## config.mk

```make
export PLATFORM = sky130hd
export DESIGN_NAME = uart_rx_os
export DESIGN_NICKNAME = d
export VERILOG_FILES = /design/src/rtl/uart_pkg.sv /design/src/rtl/uart_os_tick.sv /design/src/rtl/uart_rx_os.sv
export SDC_FILE = /design/constraint.sdc
export NUM_CORES = 1
export LEC_CHECK = 0
export ABC_AREA = 1
export BUFFER_PORTS_ARGS = -buffer_cell sky130_fd_sc_hd__buf_2
export CAP_MARGIN = 20
export CORE_ASPECT_RATIO = 2
export CORE_MARGIN = 5
export CORE_UTILIZATION = 52
export CTS_BUF_LIST = sky130_fd_sc_hd__clkbuf_16
export DETAILED_ROUTE_END_ITERATION = 10
export PLACE_DENSITY = 0.74
export SYNTH_ARGS = -nofsm -noshare
export SYNTH_HDL_FRONTEND = slang
export SYNTH_HIERARCHICAL = 1
export SYNTH_SLANG_ARGS = --single-unit
```

## constraint.sdc

```tcl
create_clock -name clk -period 1.99 [get_ports clk]
set_input_delay 0.398 -clock clk [delete_from_list [all_inputs] [get_ports clk]]
set_output_delay 0.398 -clock clk [all_outputs]
set_load 0.05 [all_outputs]
```

## src/rtl/uart_pkg.sv

```systemverilog
`default_nettype none
// ============================================================================
// uart_pkg : shared types and constants for the oversampling UART receiver
// Revision : 1.0
// ============================================================================
package uart_pkg;

    localparam int OS_RATIO = 16;
    localparam int OS_MID   = 7;

    localparam int PAR_NONE = 0;
    localparam int PAR_ODD  = 1;
    localparam int PAR_EVEN = 2;

    typedef enum logic [2:0] {
        ST_IDLE   = 3'd0,
        ST_START  = 3'd1,
        ST_DATA   = 3'd2,
        ST_PARITY = 3'd3,
        ST_STOP   = 3'd4
    } uart_state_e;

    // Clocks per oversample tick; a zero result is clamped so the divider still runs.
    function automatic int os_div(input int clk_freq, input int baud);
        int d;
        d = clk_freq / (baud * OS_RATIO);
        return (d < 1) ? 1 : d;
    endfunction

endpackage
`default_nettype wire

```

## src/rtl/uart_os_tick.sv

```systemverilog
`default_nettype none
// ============================================================================
// uart_os_tick : 16x oversample tick generator, restartable by clear
// Revision     : 1.0
// ============================================================================
module uart_os_tick #(
    parameter int CLK_FREQ = 50000000,
    parameter int BAUD     = 115200
) (
    input  logic clk,
    input  logic rst_n,
    input  logic clear,
    output logic tick
);
    import uart_pkg::*;

    localparam int DIV = os_div(CLK_FREQ, BAUD);
    localparam int CW  = (DIV > 1) ? $clog2(DIV) : 1;
    localparam logic [CW-1:0] LAST = CW'(DIV - 1);

    logic [CW-1:0] cnt;

    always_ff @(posedge clk) begin
        if (!rst_n || clear) begin
            cnt <= '0;
        end else if (cnt == LAST) begin
            cnt <= '0;
        end else begin
            cnt <= cnt + 1'b1;
        end
    end

    // Tick is suppressed on the restart cycle so the first tick lands a full period later.
    assign tick = (cnt == LAST) && !clear;

endmodule
`default_nettype wire

```

## src/rtl/uart_rx_os.sv

```systemverilog
`default_nettype none
// ============================================================================
// uart_rx_os : 16x oversampling UART receiver with valid/ready output holding
// Revision   : 1.0
// ============================================================================
module uart_rx_os #(
    parameter int CLK_FREQ  = 50000000,
    parameter int BAUD      = 115200,
    parameter int DATA_BITS = 8,
    parameter int PARITY    = 0,
    parameter int STOP_BITS = 1
) (
    input  logic                 clk,
    input  logic                 rst_n,
    input  logic                 rx_en,
    input  logic                 rx,
    output logic [DATA_BITS-1:0] data_out,
    output logic                 data_valid,
    input  logic                 data_ready,
    output logic                 busy,
    output logic                 frame_err,
    output logic                 parity_err,
    output logic                 overrun_err
);
    import uart_pkg::*;

    localparam logic [3:0] LAST_BIT   = 4'(DATA_BITS - 1);
    localparam logic       LAST_STOP  = (STOP_BITS == 2);
    localparam logic       HAS_PARITY = (PARITY != PAR_NONE);
    localparam logic [3:0] MID_COUNT  = 4'(OS_MID);

    logic                 rx_meta;
    logic                 rx_sync;
    logic                 rx_prev;
    logic                 tick;
    logic                 start_edge;
    logic                 start_det;
    logic                 sample;
    logic                 complete;
    logic                 par_exp;
    logic                 frame_final;
    logic [3:0]           os_cnt;
    logic [3:0]           bit_cnt;
    logic                 stop_cnt;
    logic [DATA_BITS-1:0] shift;
    logic                 par_err_acc;
    logic                 frm_err_acc;
    uart_state_e          state;
    uart_state_e          state_nx;

    assign start_edge  = rx_prev && !rx_sync;
    assign start_det   = (state == ST_IDLE) && rx_en && start_edge;
    assign sample      = tick && (os_cnt == MID_COUNT);
    assign par_exp     = (PARITY == PAR_ODD) ? ~(^shift) : (^shift);
    assign frame_final = frm_err_acc | ~rx_sync;
    assign busy        = (state != ST_IDLE);

    uart_os_tick #(
        .CLK_FREQ (CLK_FREQ),
        .BAUD     (BAUD)
    ) u_tick (
        .clk   (clk),
        .rst_n (rst_n),
        .clear (start_det),
        .tick  (tick)
    );

    always_ff @(posedge clk) begin
        if (!rst_n) begin
            state <= ST_IDLE;
        end else begin
            state <= state_nx;
        end
    end

    always_comb begin
        state_nx = state;
        complete = 1'b0;
        if (!rx_en) begin
            state_nx = ST_IDLE;
        end else begin
            unique case (state)
                ST_IDLE: begin
                    if (start_edge) state_nx = ST_START;
                end
                ST_START: begin
                    // A high mid-sample means the edge was a glitch.
                    if (sample) state_nx = rx_sync ? ST_IDLE : ST_DATA;
                end
                ST_DATA: begin
                    if (sample && (bit_cnt == LAST_BIT))
                        state_nx = HAS_PARITY ? ST_PARITY : ST_STOP;
                end
                ST_PARITY: begin
                    if (sample) state_nx = ST_STOP;
                end
                ST_STOP: begin
                    // Leave at the last mid-sample so an early next start edge is not missed.
                    if (sample && (stop_cnt == LAST_STOP)) begin
                        state_nx = ST_IDLE;
                        complete = 1'b1;
                    end
                end
                default: state_nx = ST_IDLE;
            endcase
        end
    end

    always_ff @(posedge clk) begin
        if (!rst_n) begin
            rx_meta     <= 1'b1;
            rx_sync     <= 1'b1;
            rx_prev     <= 1'b1;
            os_cnt      <= '0;
            bit_cnt     <= '0;
            stop_cnt    <= 1'b0;
            shift       <= '0;
            par_err_acc <= 1'b0;
            frm_err_acc <= 1'b0;
        end else begin
            rx_meta <= rx;
            rx_sync <= rx_meta;
            rx_prev <= rx_sync;

            if (start_det) begin
                os_cnt      <= '0;
                bit_cnt     <= '0;
                stop_cnt    <= 1'b0;
                par_err_acc <= 1'b0;
                frm_err_acc <= 1'b0;
            end else if (tick) begin
                os_cnt <= os_cnt + 4'd1;
            end

            if (sample) begin
                case (state)
                    ST_DATA: begin
                        shift   <= {rx_sync, shift[DATA_BITS-1:1]};
                        bit_cnt <= bit_cnt + 4'd1;
                    end
                    ST_PARITY: begin
                        par_err_acc <= (rx_sync != par_exp);
                    end
                    ST_STOP: begin
                        frm_err_acc <= frame_final;
                        stop_cnt    <= stop_cnt + 1'b1;
                    end
                    default: ;
                endcase
            end
        end
    end

    // Output holding register: a completed word only loads when the slot is free
    // or is being emptied in the same cycle; otherwise it is dropped and flagged.
    always_ff @(posedge clk) begin
        if (!rst_n) begin
            data_out    <= '0;
            data_valid  <= 1'b0;
            frame_err   <= 1'b0;
            parity_err  <= 1'b0;
            overrun_err <= 1'b0;
        end else begin
            overrun_err <= 1'b0;
            if (complete) begin
                if (!data_valid || data_ready) begin
                    data_out   <= shift;
                    frame_err  <= frame_final;
                    parity_err <= par_err_acc;
                    data_valid <= 1'b1;
                end else begin
                    overrun_err <= 1'b1;
                end
            end else if (data_valid && data_ready) begin
                data_valid <= 1'b0;
            end
        end
    end

endmodule
`default_nettype wire
```

Word level (Yosys, flattened, before mapping). Cells that the tools add are included.

Multiplexer cells: 26. Bitwise logic cells: 4. Equal/unequal tests: 14. Add/subtract/negate cells: 4. Reductions and logical operators: 26.

Operators by type and width (count): $mux W1 (16); $mux W3 (5); $pmux W3 S5 (1); $mux W4 (3); $ne A2 B2 Y1 const B (5); $reduce_and A2 Y1 (5); $add A4 B1 Y4 const B (2); $eq A4 B3 Y1 const B (2); $logic_and A1 B1 Y1 (8); $reduce_xor A8 Y1 (1); $eq A3 B2 Y1 const B (2); $add A5 B1 Y5 const B (1); $eq A5 B5 Y1 const B (1); $reduce_and A5 Y1 (1); $logic_not A1 Y1 (4); $reduce_or A2 Y1 (2); $eq A3 B1 Y1 const B (1); $eq A3 B3 Y1 const B (1); $logic_not A3 Y1 (1); $not A1 Y1 (3); $reduce_bool A3 Y1 (1); $logic_or A1 B1 Y1 (2); $mux W2 (1); $ne A2 B1 Y1 const B (1); other kinds (4) (4).

Register bits: 42. Output and inout port bits: 13. Bits of input ports: 5. Word-level logic and storage cells: 90.

Depth between registers and ports, before layout.
Depth after elaboration: 12. Depth in mapped cells: 12. Depth with buffers taken out: 12.

Hierarchy. The synthesis kept the hierarchy.

Modules (own cells, without submodules): uart_rx_os (area an instance 1572.8 µm², seq. area each 740.7 µm², instances 1, cells each 214); uart_os_tick (area an instance 255.2 µm², seq. area each 100.1 µm², instances 1, cells each 34).

Least setup slack after synthesis. OpenSTA, ideal clock, no wires.

Kind: register to register. Start point: reg state[1]. End point: reg frame_err. Path buffers: 1. Arrival time: 2.403 ns. Data required time: 1.876 ns. Stages on the path, launching flop included: 13. Clock period less this slack: 2.517 ns. Library setup time: 0.114 ns. Path slack: -0.527 ns. Cell sequence: dfxtp_1 > inv_1 > nand3_1 > nor3_1 > nor3_1 > nand3_2 > nor2_4 > nand3_2 > nor2_2 > nand2_2 > buf_6 > o21ai_1 > nor2_1.

Cells in the longest elaborated chain, start to end: 11. Elaborated cells between the ends (all ways): 12. Those cells by class: eq/ne: 1; mux: 3; reduce/logical: 8.

RTL lines: from (decl) (line uart_rx_os.sv:48) `uart_state_e state;`; from (signal assigned) (line uart_rx_os.sv:72) `state <= state_nx;`; $logic_not A3 Y1 (line uart_rx_os.sv:52) `assign start_det = (state == ST_IDLE) && rx_en && start_edge;`; $logic_and A1 B1 Y1 (2 in a row) (line uart_rx_os.sv:52); named net start_det (line uart_rx_os.sv:37) `logic start_det;`; $logic_not A1 Y1 (line uart_os_tick.sv:34) `assign tick = (cnt == LAST) && !clear;`; $logic_and A1 B1 Y1 (line uart_os_tick.sv:34); named net tick (line uart_rx_os.sv:35) `logic tick;`; $logic_and A1 B1 Y1 (line uart_rx_os.sv:53) `assign sample = tick && (os_cnt == MID_COUNT);`; $logic_and A1 B1 Y1 (line uart_rx_os.sv:99) `if (sample && (stop_cnt == LAST_STOP)) begin`; $mux W1 (line uart_rx_os.sv:99); $mux W1 (line uart_rx_os.sv:82) `unique case (state)`; $mux W1 (line uart_rx_os.sv:79) `if (!rx_en) begin`; $reduce_and A2 Y1 (no source line); to (signal assigned) (line uart_rx_os.sv:168) `frame_err <= frame_final;`; to (decl) (line uart_rx_os.sv:21) `output logic frame_err,`.

The timed path passes the listed nets, and every way through them passes these cells. A chain may end at the register's enable or synchronous reset.

Worst setup path in the final report.
Start point: reg u_tick.cnt[0]. End point: reg data_out[1].

Cells in the longest elaborated chain, start to end: 8.

RTL lines: from (decl) (line uart_os_tick.sv:21) `logic [CW-1:0] cnt;`; from (signal assigned) (line uart_os_tick.sv:29) `cnt <= cnt + 1'b1;`; $eq A5 B5 Y1 (line uart_os_tick.sv:34); $logic_and A1 B1 Y1 (line uart_os_tick.sv:34); named net tick (line uart_rx_os.sv:35); $logic_and A1 B1 Y1 (line uart_rx_os.sv:53); $logic_and A1 B1 Y1 (line uart_rx_os.sv:99); $mux W1 (line uart_rx_os.sv:99); $mux W1 (line uart_rx_os.sv:82); $mux W1 (line uart_rx_os.sv:79); $reduce_and A2 Y1 (no source line); to (signal assigned) (line uart_rx_os.sv:167) `data_out <= shift;`; to (decl) (line uart_rx_os.sv:17) `output logic [DATA_BITS-1:0] data_out,`.

The timed path passes the listed nets, and every way through them passes these cells.

==> results.yml <==
die:
  io_pins: 18
  die-height_um: 93.9
  num_rows: 30
  die_w_um: 51.9
  core_um2: 3420
  start_util_pct: 53.5
  dieArea_um2: 4870
synthesis:
  ys_seq_elements: 42
  synth_top_area_cell: "dfxtp_1"
  synthCells: 248
  syn-cell-area_um2: 1830
  syn_avg_cell_area_um2: 7.37
  yosys.area.top_type_share_pct: 46.0
  synth_area_leaders: "dfxtp_1 46%, nand2_1 8.6%, nor2_1 8.4%, inv_1 6.6%, a21oi_1 4.7%"
  ys_seq_area_share_pct: 46.0
  yosys_warnings: 6
  ys_types: 28
  syn_nets: 257
detailed_routing:
  viasPerCell: 4.99
  routed_wl_um: 4130
  dr_total_vias: 1646
  avgRoutedWirePerCell_um: 12.5
  drtPass1Iterations: 4
  drt_iter0_drc: 44
  drc: 0
  ant_nets: 0
global_route:
  grt_pass1_vias: 1669
  track_usage_pct: 19.1
  grt_overflow: 0
  grt_max_degree: 25
  grt_pass1_wl_um: 6960
  antenna_found_initial: 0
critical_path:
  startpoint_type: "register"
  arrival_ps: 2050
  cp_max_fo: 7
  required_ps: 2160
  worst_setup_path_end_kind: "register"
  path_class: "reg2reg"
  rr_worst_depth: 11
  timing.rr.start: "u_tick/cnt[0]"
  rr_endpoint: "data_out[1]"
  r2r_slack_ps: 110
clock_tree:
  clk_latency_ps: 280
  clockRootBuffer: "clkbuf_16"
  numCtsBuffers: 5
  cts_tree: "yes"
  clock_path_buffers: 2
  htreeDepth: 2
  clk_pin_slew_ps: 60
  hold_buffers: 0
  cts.sinks: 42
sta:
  final_hold_viol_count: 0
  min_period_ps: 1880
  drv_slew: 0
  max_freq_mhz: 533
  period_share_pct: 94.2
  clock-skew-final_ps: 5.68
  finalSetupViolations: 0
  max-slew-margin-rel_pct: 64.0
  worst_pin_slew_ps: 536
placement:
  dp_hpwl_um: 2970
  placedCellCount: 315
  gp_congestion: 0.779
  port_buffers: 17
  place_area_um2: 2010
final_layout:
  layout-drive-gt1-share_pct: 22.0
  fillerInstances: 289
  fin_area_um2: 2270
  stdcell_count: 330
  area_delta_synth_final_pct: 24.0
  fin_nets: 290
  diodes: 0
  final_util_pct: 66.3
outcome:
  status: "completed"
pwr:
  p_sw_share_pct: 21.7
  ir_drop_mv: 0.767
  seqPwrFrac_pct: 50.3
  p_per_area_nw_per_um2: 754
  comb_power_share_pct: 4.6
  p_leak_uw: 0.000994
  clock_power_share_pct: 45.1
  power.internal_uw: 1340
  p_sw_uw: 370
worst_hold_path:
  min_path_type: "in2reg"
  min_path_cells: 2
  min_from: "rx"
  hold_end: "rx_meta"
flow_run:
  cap_violations: 0
-- logic make-up after synthesis --
family	after synthesis	share of synthesized area (%)
AOI/OAI and AO/OA	42	12.2
xor gates and xnor gates	5	2.40
adders and majority gates	4	2.74
buffers and inverters	38	8.35
DFF	42	46.0
and+or+nand+nor	117	28.3
-- worst max-delay path, cell delays in order, from the launching register on --
cell	delay [ps]
dfxtp_4	350
inv_2	60
ha_4	130
nand2_4	50
nor3_4	220
nand3_2	120
nor2_4	170
nand3_4	100
nor2_4	180
nand2_4	130
o21ai_1	180
nor2_1	60
-- placed cells by master, fill, tap and decap left out, types with 2 or more instances in the layout --
| master | netlist | layout |
|---|---|---|
| buf_4 | 0 | 11 |
| dfxtp_2 | 0 | 2 |
| nor2_1 | 41 | 41 |
| nand3_1 | 12 | 11 |
| nor2_4 | 1 | 2 |
| buf_2 | 1 | 17 |
| inv_2 | 1 | 2 |
| nand2_4 | 0 | 2 |
| nand3_4 | 0 | 2 |
| o21ai_1 | 9 | 10 |
| nand2_1 | 42 | 42 |
| dfxtp_1 | 42 | 39 |
| a21oi_1 | 17 | 17 |
| nor3b_1 | 2 | 2 |
| xor2_1 | 2 | 2 |
| o21ai_0 | 13 | 11 |
| clkbuf_16 | 0 | 5 |
| nor3_1 | 5 | 3 |
| ha_1 | 4 | 3 |
| xnor2_1 | 3 | 3 |
| nand2_2 | 3 | 2 |
| o21ai_2 | 1 | 2 |
| or2_2 | 4 | 4 |
| nand4_1 | 3 | 3 |
| inv_1 | 32 | 31 |
-- cell usage after synthesis, drive strengths merged --
library cell and number:
xnor2 3, o21bai 1, xor2 2, nor3 5
clkbuf 1, ha 4, inv 33, o21ai 23
nor2 44, nor3b 2, a21oi 17, nand3 14
nand4 3, dfxtp 42, buf 3, clkinv 1
or2 4, a211oi 1, nand2 45
-- flip-flops by register name, summed over array words and instances, names as in the netlist, 3 cells and up --
signal / flops
bit_cnt: 4
shift: 8
os_cnt: 4
state: 3
u_tick/cnt: 5
data_out: 8
-- metal layers --
| layer | global-route usage [%] | share of wire (%) | vias up |
|---|---|---|---|
| li1 | - | - | 849 |
| met1 | 16.7 | 35 | 752 |
| met2 | 35.9 | 57 | 29 |
| met3 | 4.45 | 3.3 | 16 |
| met4 | 13.1 | 4.8 | 0 |
| met5 | 0 | 0 | - |
-- final cells by class --
class / count / area (µm²) / share of cell area, %
timing repair buffer: 28 / 168 / 7.40
timing repair inverter: 1 / 6.26 / 0.276
inverter: 34 / 135 / 5.96
clock inverter: 3 / 16.3 / 0.718
multi-input combinational: 169 / 908 / 40.1
sequential: 42 / 847 / 37.4
tap: 48 / 60.1 / 2.65
clock buffer: 5 / 125 / 5.52
-- power groups by stage --
stage / sequential, µW / clock, µW / combinational (µW)
6_report: 860 / 770 / 79.2
5_1_grt: 861 / 825 / 92.1
4_1_cts: 858 / 787 / 73.5
3_5_place_dp: 876 / 0 / 72.8
3_3_place_gp: 876 / 0 / 71.1
2_1_floorplan: 875 / 0 / 51.7
-- through the flow --
stage	TNS, ps	total power [µW]	hold slack (ps)	setup WS (ps)
2_1_floorplan	0	927	393	0.468
3_3_place_gp	0	947	394	129
3_5_place_dp	0	949	399	82.4
4_1_cts	0	1720	299	62.2
5_1_grt	-35.0	1780	323	-25.0
6_report	0	1710	303	115
-- worst max-delay path by stage --
stage / start / end / slack, ps / cells past startpoint
final: u_tick/cnt[0] / data_out[1] / 110 / 11
after global routing: u_tick/cnt[0] / data_out[1] / -30 / 11
after CTS: u_tick/cnt[0] / data_out[1] / 60 / 12
after detailed placement: rx_en / data_out[4] / 80 / 12
after global placement: u_tick/cnt[0] / data_out[2] / 130 / 12
after floorplan: state[0] / frame_err / 0.5 / 12
-- repair_timing --
item,CTS,global route
gates resized for setup,0,19
buffers inserted,0,5
setup endpoints to repair,0,20
No activity file was read; power rests on OpenSTA's default activity.
